`src/rtl/dsp_simd_sched_pkg.sv`:
```
// Shared types and DSP control encodings for the four-lane SIMD scheduler.
package dsp_simd_sched_pkg;

    localparam int LANES  = 4;
    localparam int LANE_W = 12;

    typedef enum logic [1:0] {
        OP_AND = 2'b00,
        OP_OR  = 2'b01,
        OP_XOR = 2'b10,
        OP_ADD = 2'b11
    } op_e;

    typedef enum logic [1:0] {
        ST_RUN    = 2'b00,
        ST_DRAIN  = 2'b01,
        ST_HALTED = 2'b10
    } state_e;

    localparam logic [3:0] ALU_AND = 4'b1100;
    localparam logic [3:0] ALU_OR  = 4'b1100;
    localparam logic [3:0] ALU_XOR = 4'b0100;
    localparam logic [3:0] ALU_ADD = 4'b0000;

    localparam logic [8:0] OPM_AND = 9'b000110011;
    localparam logic [8:0] OPM_OR  = 9'b000111011;
    localparam logic [8:0] OPM_XOR = 9'b000110011;
    localparam logic [8:0] OPM_ADD = 9'b000110011;

    function automatic logic [3:0] aluModeOf(input op_e op);
        case (op)
            OP_OR:   return ALU_OR;
            OP_XOR:  return ALU_XOR;
            OP_ADD:  return ALU_ADD;
            default: return ALU_AND;
        endcase
    endfunction

    function automatic logic [8:0] opModeOf(input op_e op);
        case (op)
            OP_OR:   return OPM_OR;
            OP_XOR:  return OPM_XOR;
            OP_ADD:  return OPM_ADD;
            default: return OPM_AND;
        endcase
    endfunction

endpackage

```
`src/rtl/rr_leader4.sv`:
```
// Picks the first valid requester at or after the round-robin pointer.
module rr_leader4 (
    input  logic [3:0] i_valid,
    input  logic [1:0] i_ptr,
    output logic       o_found,
    output logic [1:0] o_leader
);

    logic [1:0] w_idx;

    // Scan from the farthest offset down so the nearest valid slot wins.
    always_comb begin
        o_found  = 1'b0;
        o_leader = i_ptr;
        w_idx    = '0;
        for (int k = 3; k >= 0; k--) begin
            w_idx = i_ptr + k[1:0];
            if (i_valid[w_idx]) begin
                o_found  = 1'b1;
                o_leader = w_idx;
            end
        end
    end

endmodule

```
`src/rtl/dsp_simd_sched.sv`:
```
// Round-robin scheduler packing up to four same-op requests into one SIMD DSP issue.
module dsp_simd_sched
    import dsp_simd_sched_pkg::*;
#(
    parameter int width   = 12,
    parameter int latency = 2
) (
    input  logic                 clock,
    input  logic                 reset,
    input  logic [3:0]           req_valid,
    output logic [3:0]           req_ready,
    input  logic [7:0]           req_op,
    input  logic [4*width-1:0]   req_a,
    input  logic [4*width-1:0]   req_b,
    output logic [3:0]           rsp_valid,
    output logic [4*width-1:0]   rsp_y,
    input  logic                 halt,
    output logic                 busy,
    output logic [3:0]           dsp_alumode,
    output logic [8:0]           dsp_opmode,
    output logic [47:0]          dsp_ab,
    output logic [47:0]          dsp_c,
    input  logic [47:0]          dsp_p
);

    logic [1:0] r_rstSync;
    logic       w_rstN;
    state_e     r_state;
    state_e     w_stateNext;
    logic [1:0] r_rrPtr;
    logic [3:0] r_pipe [latency];
    logic       w_issueOk;
    logic       w_found;
    logic [1:0] w_leader;
    op_e        w_leaderOp;
    logic       w_inflight;

    function automatic logic [LANE_W-1:0] sext(input logic [width-1:0] v);
        logic signed [LANE_W-1:0] s;
        s = $signed(v);
        return s;
    endfunction

    // Assertion is immediate; release only reaches the core after two clock edges.
    always_ff @(posedge clock or negedge reset) begin
        if (!reset) r_rstSync <= 2'b00;
        else        r_rstSync <= {r_rstSync[0], 1'b1};
    end

    assign w_rstN = r_rstSync[1];

    rr_leader4 u_leader (
        .i_valid  (req_valid),
        .i_ptr    (r_rrPtr),
        .o_found  (w_found),
        .o_leader (w_leader)
    );

    assign w_leaderOp = op_e'(req_op[{w_leader, 1'b0} +: 2]);

    always_comb begin
        w_inflight = 1'b0;
        for (int s = 0; s < latency; s++) w_inflight = w_inflight | (|r_pipe[s]);
    end

    assign busy = w_inflight;

    always_comb begin
        w_stateNext = r_state;
        w_issueOk   = 1'b0;
        case (r_state)
            ST_RUN: begin
                w_issueOk = !halt;
                if (halt) w_stateNext = ST_DRAIN;
            end
            ST_DRAIN: begin
                if (!halt)           w_stateNext = ST_RUN;
                else if (!w_inflight) w_stateNext = ST_HALTED;
            end
            ST_HALTED: begin
                if (!halt) w_stateNext = ST_RUN;
            end
            default: w_stateNext = ST_RUN;
        endcase
    end

    // Every valid requester sharing the leader's op rides along in the same issue.
    always_comb begin
        req_ready = '0;
        for (int i = 0; i < LANES; i++) begin
            if (w_rstN && w_issueOk && w_found && req_valid[i] && (req_op[2*i +: 2] == w_leaderOp))
                req_ready[i] = 1'b1;
        end
    end

    always_comb begin
        dsp_alumode = ALU_AND;
        dsp_opmode  = OPM_AND;
        dsp_ab      = '0;
        dsp_c       = '0;
        if (|req_ready) begin
            dsp_alumode = aluModeOf(w_leaderOp);
            dsp_opmode  = opModeOf(w_leaderOp);
        end
        for (int i = 0; i < LANES; i++) begin
            if (req_ready[i]) begin
                dsp_c[LANE_W*i +: LANE_W]  = sext(req_a[width*i +: width]);
                dsp_ab[LANE_W*i +: LANE_W] = sext(req_b[width*i +: width]);
            end
        end
    end

    always_ff @(posedge clock or negedge w_rstN) begin
        if (!w_rstN) begin
            r_state <= ST_RUN;
            r_rrPtr <= '0;
            for (int s = 0; s < latency; s++) r_pipe[s] <= '0;
        end else begin
            r_state   <= w_stateNext;
            if (|req_ready) r_rrPtr <= w_leader + 2'd1;
            r_pipe[0] <= req_ready;
            for (int s = 1; s < latency; s++) r_pipe[s] <= r_pipe[s-1];
        end
    end

    assign rsp_valid = r_pipe[latency-1];

    always_comb begin
        rsp_y = '0;
        for (int i = 0; i < LANES; i++) begin
            if (rsp_valid[i]) rsp_y[width*i +: width] = dsp_p[LANE_W*i +: width];
        end
    end

endmodule

```
`config.mk`:
```
export PLATFORM = sky130hd
export DESIGN_NAME = dsp_simd_sched
export DESIGN_NICKNAME = d
export VERILOG_FILES = /design/src/rtl/dsp_simd_sched_pkg.sv /design/src/rtl/rr_leader4.sv /design/src/rtl/dsp_simd_sched.sv
export SDC_FILE = /design/constraint.sdc
export NUM_CORES = 1
export LEC_CHECK = 0
export CAP_MARGIN = 40
export CORE_AREA = 2 2 125 127
export DETAILED_ROUTE_END_ITERATION = 8
export DIE_AREA = 0 0 127 129
export PLACE_DENSITY_LB_ADDON = 0.15
export SLEW_MARGIN = 20
export SYNTH_ARGS = -nofsm -noshare
export SYNTH_HDL_FRONTEND = slang
export SYNTH_HIERARCHICAL = 1
export SYNTH_SLANG_ARGS = --single-unit
```
`constraint.sdc`:
```
create_clock -name clock -period 5.3 [get_ports clock]
set_input_delay 1.06 -clock clock [delete_from_list [all_inputs] [get_ports clock]]
set_output_delay 1.06 -clock clock [all_outputs]
set_load 0.01 [all_outputs]
```
# After elaboration in Yosys (flattened, before gate mapping)
# Cells that the tools add are included.
# word_totals
output_inout_bits	166
word_cells	85
regBits	14
# classes
eq_ne	12
n_addsub	4
magnitude_cmp	4
reduce_logical	16
mux	42
bitwise_logic	1
n_shift	1
# op_table
operator	count
2-to-1 mux 12 bit	12
2-to-1 mux 2 bit	8
2-to-1 mux 1 bit	13
< comparator 2 x 3 -> 1 bit, second input constant	4
2-to-1 mux 4 bit	3
OR reduction 4 bit	3
logical AND 1 bit	10
binary-select mux 1 bit (select 2 bit)	4
equality test 2 bit	4
one-hot mux 4 bit (2 select lines)	1
indexed part select 8 x 4 -> 2 bit	1
equality test 2 bit, second input constant	3
one-hot mux 2 bit (3 select lines)	1
adder 2 x 1 -> 2 bit, second input constant	2
adder 2 bit, second input constant	2
equality test 2 x 1 -> 1 bit, second input constant	2
inequality test 2 bit, second input constant	2
inequality test 3 bit, second input constant	1
AND reduction 3 bit	1
zero test 2 bit	1
zero test 1 bit	1
OR 1 bit	1

# Longest topological paths before layout
# Gate-level depths: netlist of run 1.
# depth
ltp_word	13
mapped_depth	10

# Hierarchy
# The synthesis of run 1 kept the hierarchy.
# by_module_without_submodules
mod	cells_each	area_per_inst_um2	n_inst
dsp_simd_sched	223	1726.7	1
rr_leader4	16	100.1	1

# Worst setup path before layout of run 1
# No wires, ideal clock.
# synth_timing
path_kind	in2out
startpoint	input req_valid[0]
endpoint	output dsp_alumode[2]
setup_slack_ns	0.848
arrival_ns	3.392
path_buffers	2
required_ns	4.240
path_stages	10
path_cell_list	and2b_2 > or4_1 > nand2_1 > mux4_2 > buf_6 > xnor2_1 > and4_1 > buf_6 > or4_4 > nand3_1
# synth_via
elab_chain_len	12
word_cells_on_any_way	39
classes_between	eq/ne: 6; shift: 1; mux: 22; reduce/logical: 10
# synth_lines
item	line_no	rtl
start, declared	dsp_simd_sched.sv:10	input logic [3:0] req_valid,
binary-select mux 1 bit (select 2 bit)	rr_leader4.sv:18	if (i_valid[w_idx]) begin
2-to-1 mux 1 bit (implied by the code)	rr_leader4.sv:18	
2-to-1 mux 2 bit (3 in series)	rr_leader4.sv:18	
2-to-1 mux 2 bit (*)	rr_leader4.sv:18	
net w_leader[1]	dsp_simd_sched.sv:34	logic [1:0] w_leader;
indexed part select 8 x 4 -> 2 bit (*)	dsp_simd_sched.sv:59	assign w_leaderOp = op_e'(req_op[{w_leader, 1'b0} +: 2]);
equality test 2 bit	dsp_simd_sched.sv:91	if (w_rstN && w_issueOk && w_found && req_valid[i] && (req_op[2*i +: 2] == w_leaderOp))
logical AND 1 bit	dsp_simd_sched.sv:91	
2-to-1 mux 1 bit	dsp_simd_sched.sv:91	
OR reduction 4 bit	dsp_simd_sched.sv:101	if (|req_ready) begin
2-to-1 mux 4 bit (*)	dsp_simd_sched.sv:101	
end, declared	dsp_simd_sched.sv:19	output logic [3:0] dsp_alumode,
# The timed path passes the listed nets; every way through them passes the cells marked *. The select of a mux whose other input is x is not followed.

# Final worst setup path of run 1
# layout_timing
startpoint	input req_valid[2]
endpoint	output dsp_ab[20]
# layout_via
elab_chain_len	11
word_cells_on_any_way	23
classes_between	eq/ne: 1; shift: 1; mux: 18; reduce/logical: 3
# layout_lines
item	line_no	rtl
binary-select mux 1 bit (select 2 bit)	rr_leader4.sv:18	
2-to-1 mux 1 bit (implied by the code)	rr_leader4.sv:18	
2-to-1 mux 2 bit (3 in series)	rr_leader4.sv:18	
2-to-1 mux 2 bit (*)	rr_leader4.sv:18	
net w_leader[0]	dsp_simd_sched.sv:34	
indexed part select 8 x 4 -> 2 bit (*)	dsp_simd_sched.sv:59	
equality test 2 bit (*)	dsp_simd_sched.sv:91	
logical AND 1 bit (*)	dsp_simd_sched.sv:91	
2-to-1 mux 1 bit (*)	dsp_simd_sched.sv:91	
2-to-1 mux 12 bit (*)	dsp_simd_sched.sv:106	if (req_ready[i]) begin
end, declared	dsp_simd_sched.sv:21	output logic [47:0] dsp_ab,
# Marks and branches as above.

==> flow_summary.yaml, run 1 <==
finish:
  drive_above_1_share_pct: 5.78
  nNetsFinal: 714
  final_util_pct: 36.1
  multi_input_area_mm2: 0.00133
  syn2layout_area_growth_pct: 196
  seq_area_um2: 350
  stdcell_area_mm2: 0.00541
  final_common_cell: "clkdlybuf4s50_1"
  antenna_cells: 0
  nFillCells: 1536
  mostFrequentLayoutCells: "clkdlybuf4s50_1, and2_1, dlymetal6s2s_1"
setup_path:
  cp_max_fo: 26
  r2r-end: "r_rrPtr[1]"
  endpoint: "dsp_ab[20]"
  reg2reg_depth: 8
  ff2ff_setup_slack_ns: 2.27
  end_kind: "output port"
  required_ns: 4.24
  rr_startpoint: "r_rrPtr[0]"
  worstSetupPathType: "input pin to output port"
  crit_start: "req_valid[2]"
  start_kind: "input pin"
  crit_arrival_ns: 4.11
sta:
  final_hold_viol_count: 0
  min_period_ns: 5.17
  fin_skew_ns: 0.000704
  drv_slew: 0
  tightest_slew_ns: 0.537
  setup_tns_ns: 0
  fmax_mhz: 193
  setup_viol: 0
  fin_crit_sh_pct: 97.6
  setup_ws_ns: 0.125
  rsz0062_at_grt: "true"
  slew_headroom_pct: 64.2
min_path:
  min-delay-path-class: "register to asynchronous set/reset pin"
die:
  die_w_um: 127
  die_area_mm2: 0.0164
  placementRows: 45
  core_mm2: 0.0150
  io_pins: 325
  die_h_um: 129
  initial_core_util_pct: 12.2
detailed_routing:
  viasPerCell: 3.67
  vias: 2726
  finalWirelength_um: 9570
  drc: 0
  dr.pass1.iters: 4
  drtIter0Drc: 31
  ant_nets: 0
  wl_per_cell_um: 12.9
power:
  power_density_mw_per_mm2: 133
  peakVddDrop_mv: 0.0922
  combinationalPowerShare_pct: 57.7
  internal_power_w: 0.000515
  swShare_pct: 28.6
  power_leakage_nw: 2.73
  switching_power_w: 0.000206
  finalPower_w: 0.000720
  seq_power_share_pct: 20.2
  power_frac_clock_pct: 22.1
synthesis:
  synth_cell_types: 31
  synthFlopType: "dfrtp_1"
  synthCells: 239
  yosys_warnings: 6
  synth_seq_cells: 14
  yosys.area.top_type: "and2_1"
  ys_seq_area_share_pct: 19.2
  async_reset_ff_share_pct: 100
  avgSynthCellArea_um2: 7.64
  synth_edf_count: 0
  synth_top_cell_area_share_pct: 49.7
  netlist_top_cells_area: "and2_1, dfrtp_1, buf_4, xnor2_1, clkbuf_1"
  syn-cell-area_mm2: 0.00183
clocking:
  cts_buffers: 3
  cts_root_buf: "clkbuf_16"
  clk_path_buf_depth: 2
  clkTransAtPathRegs_ns: 0.05
  clock_latency_ns: 0.24
  postCtsHoldBufs: 0
  cts.sinks: 14
  cts_tree: "built"
  cts_max_level: 1
global_route:
  grt_max_degree: 27
  grt_usage_pct: 10.4
  first_global_vias: 2623
  grt_overflow: 0
  antenna_found_initial: 0
  grt_pass1_wl_um: 13600
placed_design:
  pre_cts_ws_ns: -0.282
  gp_congestion: 0.826
  dpl.hpwl_um: 8440
  place_area_mm2: 0.00519
  io_buffers: 314
status:
  status: "completed"
run:
  maxCapViolCount: 0
worst max-delay path, cell delays in order:
cell,delay (ns)
clkdlybuf4s50_1,0.46
nor2_1,0.17
a2bb2oi_1,0.18
o221a_2,0.27
mux4_2,0.60
xnor2_1,0.17
and4_1,0.23
buf_4,0.15
buf_12,0.14
and2_1,0.14
clkdlybuf4s50_1,0.53
worst min-delay path by stage:
stage,start,end,slack [ns],cells past startpoint
finish,r_rstSync[1],r_state[1],0.22,0
global route,r_rstSync[1],r_pipe[5],0.27,0
CTS,r_rstSync[1],rsp_valid[1],0.24,0
detailed placement,r_rstSync[1],rsp_valid[1],0.23,0
global placement,r_rstSync[1],rsp_valid[1],0.22,0
floorplan,r_rstSync[1],r_pipe[4],0.15,0
metal layers:
layer / routed length, um / global-route usage [%] / up-vias
met5: 0 / 0 / -
met4: 79 / 2.52 / 0
met3: 1140 / 3.41 / 4
met2: 5070 / 20.1 / 190
met1: 3280 / 10.8 / 1182
li1: - / - / 1350
cell families after synthesis:
logic type	count (synthesis)	share of synthesized area, %
flops	14	19.2
mux	5	4.38
simple gates	171	59.2
buf+inv	33	10.6
xor+xnor	9	4.32
other cells	2	0.411
compound gates	5	1.92
per-stage QoR:
stage | std cells | hold slack (ns)
2_1_floorplan | 248 | 0.153
3_3_place_gp | 736 | 0.218
3_5_place_dp | 736 | 0.229
4_1_cts | 741 | 0.237
5_1_grt | 742 | 0.274
6_report | 742 | 0.220
synth_stat cells, types with 2 or more instances:
cell type	instances
xnor2_1	8
mux4_2	2
and2b_2	2
and2_1	145
dfrtp_1	14
and3b_1	2
and4_1	4
nor4_1	3
inv_1	2
buf_6	2
buf_4	14
nand2_1	4
o21ai_0	2
mux2i_1	2
clkbuf_1	13
nor2_1	3
nand3_1	2
conb_1	2
flip-flops by register name (all words and copies together), names as in the netlist:
signal and cells:
r_rstSync 2, r_rrPtr 2, r_state 2, r_pipe 4, rsp_valid 4
power by group through the flow:
| stage | clock [W] | sequential, W | combinational [W] |
|---|---|---|---|
| after floorplan | 0 | 0.000137 | 0.000186 |
| after global placement | 0 | 0.000147 | 0.000407 |
| after detailed placement | 0 | 0.000148 | 0.000413 |
| after CTS | 0.000163 | 0.000147 | 0.000421 |
| after global routing | 0.000168 | 0.000151 | 0.000450 |
| final | 0.000159 | 0.000146 | 0.000415 |
timing repair:
action                     in CTS  in global routing
resized for setup               7                 40
buffers inserted                1                  1
setup endpoints to repair      90                 92
pin swaps                       0                  1
cell type report:
class	count	area share [%]
Timing Repair Buffer	333	62.8
Tap cell	188	4.35
Multi-Input combinational cell	201	24.6
Inverter	2	0.139
Sequential cell	14	6.47
Clock buffer	4	1.64
(Power assumes the default switching activity.)
==> run 2, diff against run 1 <==
--- a/config.mk
+++ b/config.mk
@@ -5,10 +5,12 @@
 export SDC_FILE = /design/constraint.sdc
 export NUM_CORES = 1
 export LEC_CHECK = 0
+export ABC_CLOCK_PERIOD_IN_PS = 5300
 export CAP_MARGIN = 40
 export CORE_AREA = 2 2 125 127
 export DETAILED_ROUTE_END_ITERATION = 8
 export DIE_AREA = 0 0 127 129
+export GPL_ROUTABILITY_DRIVEN = 0
 export PLACE_DENSITY_LB_ADDON = 0.15
 export SLEW_MARGIN = 20
 export SYNTH_ARGS = -nofsm -noshare
==> results of run 2 <==
No change in the layout: final DEF, timing and power equal those of run 1.
==> run 3, diff against run 2 <==
--- a/config.mk
+++ b/config.mk
@@ -12,6 +12,8 @@
 export DIE_AREA = 0 0 127 129
 export GPL_ROUTABILITY_DRIVEN = 0
 export PLACE_DENSITY_LB_ADDON = 0.15
+export REMOVE_ABC_BUFFERS = 1
+export SKIP_LAST_GASP = 1
 export SLEW_MARGIN = 20
 export SYNTH_ARGS = -nofsm -noshare
 export SYNTH_HDL_FRONTEND = slang
==> run 3 against run 2 <==
Effect of this change: critical path depth did not move; hold slack got worse by 0.020 ns; largest power group unchanged; clock power decreased by 4%; utilization rose by 0.21 points; fmax fell by 1.4%; cell count increased by 0.13%; routed wire length grew 2.4%.
==> flow_summary.yaml, run 3 (same netlist as run 1, synthesis figures left out) <==
status:
  status: "completed"
detailed_routing:
  drtIter0Drc: 89
  drc: 0
  wl_per_cell_um: 13.2
  dr.pass1.iters: 4
  ant_nets: 0
  finalWirelength_um: 9810
  vias: 2732
  viasPerCell: 3.68
finish:
  syn2layout_area_growth_pct: 198
  multi_input_area_mm2: 0.00134
  nFillCells: 1522
  nNetsFinal: 715
  antenna_cells: 0
  drive_above_1_share_pct: 6.85
  fin_cells: 743
  mostFrequentLayoutCells: "clkdlybuf4s50_1, and2_1, dlymetal6s2s_1"
  seq_area_um2: 350
  stdcell_area_mm2: 0.00544
  final_common_cell: "clkdlybuf4s50_1"
global_route:
  grt_use_met3_pct: 3.99
  grt_max_degree: 27
  use_met2_pct: 21.4
  antenna_found_initial: 0
  grt_overflow: 0
  grt_use_met1_pct: 10.6
  first_global_vias: 2596
  grt_usage_pct: 10.8
  grt_pass1_wl_um: 13800
  top_usage_layer: "met2"
power:
  power_leakage_nw: 2.80
  power_density_mw_per_mm2: 133
  internal_power_w: 0.000517
  peakVddDrop_mv: 0.0989
  swShare_pct: 28.5
  seq_power_share_pct: 19.9
  switching_power_w: 0.000206
  combinationalPowerShare_pct: 58.9
  power_frac_clock_pct: 21.2
  finalPower_w: 0.000722
setup_path:
  worstSetupPathType: "input pin to output port"
  crit_start: "req_valid[3]"
  crit_arrival_ns: 4.19
  cp_max_fo: 14
  required_ns: 4.24
  end_kind: "output port"
  rr_startpoint: "r_rrPtr[0]"
  start_kind: "input pin"
die:
  io_pins: 325
  initial_core_util_pct: 12.2
  die_h_um: 129
  placementRows: 45
  die_area_mm2: 0.0164
  core_mm2: 0.0150
  die_w_um: 127
placed_design:
  dp.cells: 739
  place_area_mm2: 0.00520
  dpl.hpwl_um: 8570
  io_buffers: 314
clocking:
  clkTransAtPathRegs_ns: 0.04
  cts_root_buf: "clkbuf_16"
  cts_buffers: 3
  cts_tree: "built"
  clk_path_buf_depth: 2
  cts.sinks: 14
  cts_max_level: 1
  clock_latency_ns: 0.24
  postCtsHoldBufs: 0
sta:
  setup_viol: 0
  setup_tns_ns: 0
  fin_crit_sh_pct: 99.0
  final_hold_viol_count: 0
  fin_skew_ns: 0.00234
  fmax_mhz: 191
  drv_slew: 0
  min_period_ns: 5.25
  rsz0062_at_grt: "true"
min_path:
  min-delay-path-class: "register to asynchronous set/reset pin"
run:
  maxCapViolCount: 0
==> run 3: area by class of cell <==
cell class	instances	area share (%)
clock buffers	4	1.63
inverters	2	0.138
multi-input cells	201	24.7
flip-flops and latches	14	6.44
well taps	188	4.32
repair buffers	334	62.8
==> run 3: power by group through the flow <==
stage | registers [W] | clock network, W | logic [W]
finish | 0.000144 | 0.000153 | 0.000425
global route | 0.000149 | 0.000166 | 0.000456
CTS | 0.000145 | 0.000157 | 0.000418
detailed placement | 0.000147 | 0 | 0.000416
global placement | 0.000145 | 0 | 0.000412
floorplan | 0.000139 | 0 | 0.000163
==> run 3: what timing repair did <==
item,4_1_cts,5_1_grt
resized for setup,6,54
pin swaps,1,1
setup endpoints to repair,61,99
setup buffers,0,0
==> run 3: final timing paths <==
check | slack [ns] | depth (start not counted) | endpoint
hold / removal | 0.20 | 0 | r_pipe[4]
min in group clock | 0.34 | 0 | r_rstSync[1]
setup reg to reg | 2.03 | 9 | r_rrPtr[1]
hold reg to reg | 0.20 | 0 | r_pipe[4]
max in group asynchronous | 4.20 | 1 | r_rstSync[1]
setup / recovery | 0.05 | 11 | dsp_ab[37]
==> run 3: worst max-delay path: stages <==
cell	delay (ns)
clkdlybuf4s50_1	0.49
and3b_1	0.18
or4_1	0.48
nand2_1	0.14
mux4_2	0.44
xnor2_2	0.19
and4_4	0.27
buf_8	0.14
buf_8	0.14
and2_1	0.12
clkdlybuf4s50_1	0.54
==> run 3: stage by stage <==
step | utilization, % | hold slack (ns) | setup WS, ns
3_5_place_dp | 34.7 | 0.216 | -0.235
5_1_grt | 36.3 | 0.255 | -0.0899
4_1_cts | 35.4 | 0.219 | -0.0286
6_report | 36.3 | 0.200 | 0.0512
3_3_place_gp | 34.7 | 0.213 | -0.158
2_1_floorplan | - | 0.153 | 0.747
==> run 3: per-layer routing <==
layer	wire length, um	part of all wire [%]
met1	3260	33
met2	5420	55
met3	1010	10
met4	121	1.2
met5	0	0
